===== src/rtl/axi_txn_sequencer.sv =====
// ---------------------------------------------------------------------------
// axi_txn_sequencer
//
// Kicks off up to three AXI master channels one after another. On an accepted
// start, the enabled channels (ch_mask) are run in ascending order. Each one
// gets an init strobe of INIT_PULSE_CYCLES cycles and is then waited on until
// it reports done or the TIMEOUT_CYCLES budget runs out. When the last enabled
// channel finishes, a single seq_done pulse is issued.
//
// Ports
//   ACLK, ARESET            clock; asynchronous active-high reset
//   start                   single-cycle request, accepted only in IDLE
//   abort                   drop the running sequence and return to IDLE
//   ch_mask[2:0]            channel enables, latched when start is accepted
//   Mxx_AXI_INIT_AXI_TXN    init strobe to channel 0/1/2 (registered)
//   Mxx_AXI_TXN_DONE        completion level from channel 0/1/2
//   Mxx_AXI_ERROR           error level from channel 0/1/2
//   busy                    high whenever the FSM is outside IDLE
//   seq_done                one-cycle pulse when a sequence ends normally
//   err_status[2:0]         sticky per-channel error capture
//   tmo_status[2:0]         sticky per-channel timeout flag
// ---------------------------------------------------------------------------
module axi_txn_sequencer #(
    parameter int unsigned INIT_PULSE_CYCLES = 2,
    parameter int unsigned TIMEOUT_CYCLES    = 4096
) (
    input  logic       ACLK,
    input  logic       ARESET,
    input  logic       start,
    input  logic       abort,
    input  logic [2:0] ch_mask,
    output logic       M00_AXI_INIT_AXI_TXN,
    output logic       M01_AXI_INIT_AXI_TXN,
    output logic       M02_AXI_INIT_AXI_TXN,
    input  logic       M00_AXI_TXN_DONE,
    input  logic       M01_AXI_TXN_DONE,
    input  logic       M02_AXI_TXN_DONE,
    input  logic       M00_AXI_ERROR,
    input  logic       M01_AXI_ERROR,
    input  logic       M02_AXI_ERROR,
    output logic       busy,
    output logic       seq_done,
    output logic [2:0] err_status,
    output logic [2:0] tmo_status
);

    localparam int unsigned NUM_CH = 3;
    localparam int unsigned CH_W   = 2;
    localparam int unsigned PCNT_W = 4;
    localparam int unsigned TCNT_W = 16;

    localparam logic [PCNT_W-1:0] PULSE_LAST = PCNT_W'(INIT_PULSE_CYCLES - 1);
    localparam logic [TCNT_W-1:0] TMO_LAST   = TCNT_W'(TIMEOUT_CYCLES - 1);
    localparam logic [TCNT_W-1:0] TMO_MAX    = {TCNT_W{1'b1}};

    typedef enum logic [2:0] {
        ST_IDLE  = 3'd0,
        ST_PULSE = 3'd1,
        ST_WAIT  = 3'd2,
        ST_NEXT  = 3'd3,
        ST_FIN   = 3'd4
    } state_t;

    state_t              state;
    logic [NUM_CH-1:0]   mask_q;
    logic [CH_W-1:0]     ch_q;
    logic [NUM_CH-1:0]   init_q;
    logic [PCNT_W-1:0]   pulse_cnt;
    logic [TCNT_W-1:0]   tmo_cnt;
    logic                busy_q;
    logic                seq_done_q;
    logic [NUM_CH-1:0]   err_q;
    logic [NUM_CH-1:0]   tmo_q;

    logic [NUM_CH-1:0]   done_vec_c;
    logic [NUM_CH-1:0]   err_vec_c;
    logic [NUM_CH-1:0]   sel_bit_c;
    logic                sel_done_c;
    logic [CH_W-1:0]     first_ch_c;
    logic                have_next_c;
    logic [CH_W-1:0]     next_ch_c;

    // Channel index to one-hot select; index 3 selects nothing.
    function automatic logic [NUM_CH-1:0] ch_bit(input logic [CH_W-1:0] ch);
        logic [NUM_CH-1:0] b;
        b = '0;
        case (ch)
            2'd0:    b = 3'b001;
            2'd1:    b = 3'b010;
            2'd2:    b = 3'b100;
            default: b = '0;
        endcase
        return b;
    endfunction

    // Gather per-channel inputs and select the active channel's done level.
    always_comb begin
        done_vec_c = {M02_AXI_TXN_DONE, M01_AXI_TXN_DONE, M00_AXI_TXN_DONE};
        err_vec_c  = {M02_AXI_ERROR, M01_AXI_ERROR, M00_AXI_ERROR};
        sel_bit_c  = ch_bit(ch_q);
        sel_done_c = |(done_vec_c & sel_bit_c);
    end

    // Lowest enabled channel at start, and next higher enabled channel.
    always_comb begin
        first_ch_c  = ch_mask[0] ? 2'd0 : (ch_mask[1] ? 2'd1 : 2'd2);
        have_next_c = 1'b0;
        next_ch_c   = ch_q;
        case (ch_q)
            2'd0: begin
                if (mask_q[1]) begin
                    have_next_c = 1'b1;
                    next_ch_c   = 2'd1;
                end else if (mask_q[2]) begin
                    have_next_c = 1'b1;
                    next_ch_c   = 2'd2;
                end
            end
            2'd1: begin
                if (mask_q[2]) begin
                    have_next_c = 1'b1;
                    next_ch_c   = 2'd2;
                end
            end
            default: begin
                have_next_c = 1'b0;
            end
        endcase
    end

    // Sequencer FSM with registered outputs.
    always_ff @(posedge ACLK or posedge ARESET) begin
        if (ARESET) begin
            state      <= ST_IDLE;
            mask_q     <= '0;
            ch_q       <= '0;
            init_q     <= '0;
            pulse_cnt  <= '0;
            tmo_cnt    <= '0;
            busy_q     <= 1'b0;
            seq_done_q <= 1'b0;
            err_q      <= '0;
            tmo_q      <= '0;
        end else begin
            seq_done_q <= 1'b0;
            // Abort wins over everything outside IDLE; status is kept.
            if (abort && (state != ST_IDLE)) begin
                state  <= ST_IDLE;
                init_q <= '0;
                busy_q <= 1'b0;
            end else begin
                case (state)
                    ST_IDLE: begin
                        if (start && !abort) begin
                            mask_q    <= ch_mask;
                            err_q     <= '0;
                            tmo_q     <= '0;
                            pulse_cnt <= '0;
                            tmo_cnt   <= '0;
                            busy_q    <= 1'b1;
                            if (ch_mask == '0) begin
                                state <= ST_FIN;
                            end else begin
                                ch_q   <= first_ch_c;
                                init_q <= ch_bit(first_ch_c);
                                state  <= ST_PULSE;
                            end
                        end
                    end

                    ST_PULSE: begin
                        if (pulse_cnt == PULSE_LAST) begin
                            init_q  <= '0;
                            tmo_cnt <= '0;
                            state   <= ST_WAIT;
                        end else begin
                            pulse_cnt <= pulse_cnt + PCNT_W'(1);
                        end
                    end

                    // Done is checked before expiry so a coincident done wins.
                    ST_WAIT: begin
                        if (sel_done_c) begin
                            err_q <= (err_q & ~sel_bit_c) | (err_vec_c & sel_bit_c);
                            state <= ST_NEXT;
                        end else if (tmo_cnt == TMO_LAST) begin
                            tmo_q <= tmo_q | sel_bit_c;
                            state <= ST_NEXT;
                        end else if (tmo_cnt != TMO_MAX) begin
                            tmo_cnt <= tmo_cnt + TCNT_W'(1);
                        end
                    end

                    ST_NEXT: begin
                        if (have_next_c) begin
                            ch_q      <= next_ch_c;
                            init_q    <= ch_bit(next_ch_c);
                            pulse_cnt <= '0;
                            state     <= ST_PULSE;
                        end else begin
                            state <= ST_FIN;
                        end
                    end

                    ST_FIN: begin
                        seq_done_q <= 1'b1;
                        busy_q     <= 1'b0;
                        state      <= ST_IDLE;
                    end

                    default: begin
                        init_q <= '0;
                        busy_q <= 1'b0;
                        state  <= ST_IDLE;
                    end
                endcase
            end
        end
    end

    assign M00_AXI_INIT_AXI_TXN = init_q[0];
    assign M01_AXI_INIT_AXI_TXN = init_q[1];
    assign M02_AXI_INIT_AXI_TXN = init_q[2];
    assign busy                 = busy_q;
    assign seq_done             = seq_done_q;
    assign err_status           = err_q;
    assign tmo_status           = tmo_q;

endmodule


===== config.mk =====
export PLATFORM = sky130hd
export DESIGN_NAME = axi_txn_sequencer
export DESIGN_NICKNAME = d
export VERILOG_FILES = /design/src/rtl/axi_txn_sequencer.sv
export SDC_FILE = /design/constraint.sdc
export NUM_CORES = 1
export LEC_CHECK = 0
export BUFFER_PORTS_ARGS = -buffer_cell sky130_fd_sc_hd__buf_2
export CORE_MARGIN = 5
export CORE_UTILIZATION = 59
export DETAILED_ROUTE_END_ITERATION = 8
export PLACE_DENSITY = 0.86
export SETUP_SLACK_MARGIN = 0.1
export SLEW_MARGIN = 20
export SYNTH_ARGS = -nofsm -noshare
export SYNTH_HDL_FRONTEND = slang
export SYNTH_SLANG_ARGS = --single-unit

===== constraint.sdc =====
create_clock -name ACLK -period 2.15 [get_ports ACLK]
set_clock_uncertainty 0.05 [all_clocks]
set_input_delay 0.1075 -clock ACLK [delete_from_list [all_inputs] [get_ports ACLK]]
set_output_delay 0.1075 -clock ACLK [all_outputs]
set_load 0.05 [all_outputs]

==> metrics.md <==
| Metric | Value |
|---|---|
| Status | `complete, no violations` |
| Seq pwr share | `a little under a third` |
| Placement row count | `22` |
| R2r setup slk | `80 ps` |
| Die Y | `72.81 um` |
| Main combinational cell family by area after synthesis | `simple AND/OR/NAND/NOR gates` |
| # diodes | `0` |
| Crit Path Class | `flop to flop` |
| RePlAce Congestion | `0.8475` |
| Combinational share of power | `52.7%` |
| Mux cell area share after synthesis | `under 10%` |
| Max Freq | `0.4829 GHz` |
| Syn Nets | `265` |
| Flop and latch count out of synthesis | `38` |
| Top cell type's share of synthesized area | `40.86%` |
| Skew-Pair Late Insertion Delay | `280 ps` |
| Routed Antenna Nets | `0` |
| DR WL/cell | `18.11 um` |
| Final HPWL from detailed placement | `between 4000 and 5000 um` |
| Clk root buf | `clkbuf_8` |
| Most frequent cell after synthesis | `dfrtp_1` |
| Critical Path End Type | `flop` |
| Mapped Cells | `249` |
| R2R depth | `6` |
| Initial drt markers | `272` |
| Worst r2r dst | `tmo_cnt[12]` |
| Synth Area in XOR/XNOR | `0.3763%` |
| CTS tree | `yes` |
| Syn Std Cell Area | `approximately 2300 um2` |
| Distinct cells, synth | `54` |
| Int Pwr | `0.001738 W` |
| Number of synthesized flops with an enable pin | `0` |
| Grt met1 use | `30.81%` |
| GRT overflow | `0` |
| Number of global-route vias before repair | `2053` |
| Die area | `5301 um2` |
| Setup_tns | `0 ps` |
| Worst Hold Margin | `25.33 ps` |
| CTS Buffer Depth | `2` |
| Worst rel slew slack | `65.07%` |
| Setup WS pre-CTS | `31.20 ps` |
| Placed cell count | `329` |
| Pin count of the biggest net entering global routing | `39` |
| Synth cell count leaders | `38 x dfrtp_1, 21 x nand2_1, 18 x o21ai_0` |
| Hold Startpoint | `ch_mask[2]` |
| CTS sink cnt | `38` |
| Final #Nets | `313` |
| Final wirelength | `6229 um` |
| Starting Density | `62.17%` |
| Clk pwr share | `16.4%` |
| Core area | `3744 um2` |
| Hold depth | `2` |
| Critical Path RT | `around 2300 ps` |
| Crit Path Max Fanout | `5` |
| Setup repair after global routing missed its margin | `yes` |
| Power Density | `~1100 nW/um2` |
| Post-Synth Adder-Cell Area | `under 10%` |
| Pins over their slew limit | `0` |
| Startpoint Class | `flop` |
| GRT Overall Usage | `between 20% and 30%` |
| Critical path arrival | `2170 ps` |
| Final min period | `2071 ps` |
| Asr flop ratio synth | `100.0%` |
| CTS Buf Count | `5` |
| Via count | `about 2300` |
| Clk slew on worst S/H paths | `70 ps` |
| Slew @ Worst Pin | `roughly 520 ps` |
| DIE WIDTH | `72.81 um` |
| Pre-antenna DRT Iters | `5` |
| Hold Path Class | `input port to flop` |
| Final number of setup-violating endpoints | `0` |
| Leak | `1.279 nW` |
| Layout cell share with drive strength beyond 1 | `30.07%` |
| Max Cap Viol | `0` |
| Vias per Instance | `6.651` |
| Met2 usage | `about two fifths` |
| Area Growth Syn to Fin | `19.46%` |
| Synth Area in Compound Gates | `19.52%` |
| Antenna violations before repair | `0` |
| Post-synth top area cell | `dfrtp_1` |
| Endpoint, Worst Hold | `mask_q[2]` |
| Simple-gate portion of the synthesized area | `roughly 28%` |
| GRT busiest layer | `met2` |
| Syn_area_per_cell | `9.346 um2` |
| FF-to-FF Start | `tmo_cnt[0]` |
| Met3 Track Usage GR | `3.581%` |
| Sw frac | `roughly two fifths` |
| Final worst setup slack | `79.02 ps` |
| Fin cells | `344` |
| CTS H-tree depth | `2` |
| First-pass GRT wire length | `9660 um` |
| VDD IR-drop max | `0.5059 mV` |
| Remaining DRCs | `0` |
| I/O pin cnt | `24` |
| Final hold vios | `0` |
| Sequential fraction of the synthesis area | `40.86%` |
| YS warnings | `0` |
| Top_reg_cell synth | `dfrtp_1` |
| Final cycle utilization of the critical path | `96.32%` |
| Port bufs | `23` |
| Ranking of synthesized cells by area | `dfrtp_1 41%, a22o_1 4.5%, o21ai_0 3.9%` |
| Psw | `about 0.0012 W` |
## cell usage in the layout, fill, tap and decap left out, types with 3 or more instances in the layout
master,Yosys,routed
a21o_1,3,3
a21oi_1,7,7
a22o_1,12,12
a31oi_1,4,4
buf_2,4,23
buf_4,1,27
buf_6,5,3
clkbuf_8,0,6
dfrtp_1,38,38
inv_1,10,10
mux2_2,4,4
mux2i_1,4,4
nand2_1,21,20
nand2b_1,6,6
nand3_1,17,17
nand4_1,7,7
nor2_1,14,14
nor2b_1,4,4
nor3_1,13,12
nor4_1,5,4
o21ai_0,18,17
o31ai_1,6,4
or2_2,3,3
## stage by stage
stage / power, W / cell area (um2) / util (%)
after global routing: 0.003143 / 2780 / 74.26
after detailed placement: 0.002335 / 2572 / 68.72
after global placement: 0.002274 / 2572 / 68.72
after CTS: 0.002911 / 2720 / 72.66
final: 0.002973 / 2780 / 74.26
after floorplan: 0.001971 / 2327 / -
## critical path, stage by stage, from the launching register on
cell and delay [ps]:
dfrtp_1 390, ha_2 220, nand4_1 230, buf_4 230, or2_2 320, o311ai_0 370, nand3_1 130
## layout make-up
| cell class | count | area, um2 |
|---|---|---|
| repair buffers | 54 | 361.6 |
| inverters | 10 | 37.54 |
| well taps | 48 | 60.06 |
| flip-flops and latches | 38 | 950.9 |
| fillers | 255 | 963.4 |
| multi-input cells | 188 | 1287 |
| clock buffers | 6 | 82.58 |
## metal layers
| layer | up-vias | part of all wire [%] |
|---|---|---|
| met4 | 0 | 2.0 |
| li1 | 1020 | - |
| met2 | 130 | 49 |
| met1 | 1122 | 41 |
| met5 | - | 0 |
| met3 | 16 | 7.5 |
## cell families (layout without fill, tap and decap cells)
family                     count (synthesis)  after routing
buffers and inverters                     23             70
adders and majority gates                  3              3
muxes                                      9              9
and+or+nand+nor                          111            111
AOI/OAI and AO/OA                         64             64
xor gates and xnor gates                   1              1
DFF                                       38             38
## registers in the layout (all words and copies together) (netlist names)
name,cells
busy,1
ch_q,2
err_status,3
init_q,3
mask_q,2
pulse_cnt,4
seq_done,1
state,3
tmo_cnt,16
tmo_status,3
## worst max path at each step
stage,from,endpoint,slack (ps),cells past startpoint
finish,tmo_cnt[0],tmo_cnt[12],80,6
global route,tmo_cnt[0],tmo_cnt[12],-30,6
detailed placement,pulse_cnt[1],tmo_cnt[2],30,7
global placement,pulse_cnt[1],tmo_cnt[2],100,7
floorplan,pulse_cnt[1],init_q[0],170,7
CTS,pulse_cnt[1],tmo_cnt[2],90,8
## power by group through the flow
stage          registers [W]  clock network, W  logic [W]
3_3_place_gp        0.000929                 0    0.00134
6_report            0.000919          0.000488    0.00157
4_1_cts             0.000914          0.000490    0.00151
3_5_place_dp        0.000934                 0    0.00140
2_1_floorplan        0.00103                 0   0.000941
5_1_grt             0.000932          0.000517    0.00169
## timing repair
item | 4_1_cts | 5_1_grt
endpoints found under the hold margin | 38 | 0
hold buffers | 1 | 0
setup buffers | 5 | 3
gates resized for setup | 4 | 10
pin swaps | 0 | 2
gates cloned | 0 | 0
endpoints found under the setup margin | 15 | 18
(Power assumes the default switching activity.)
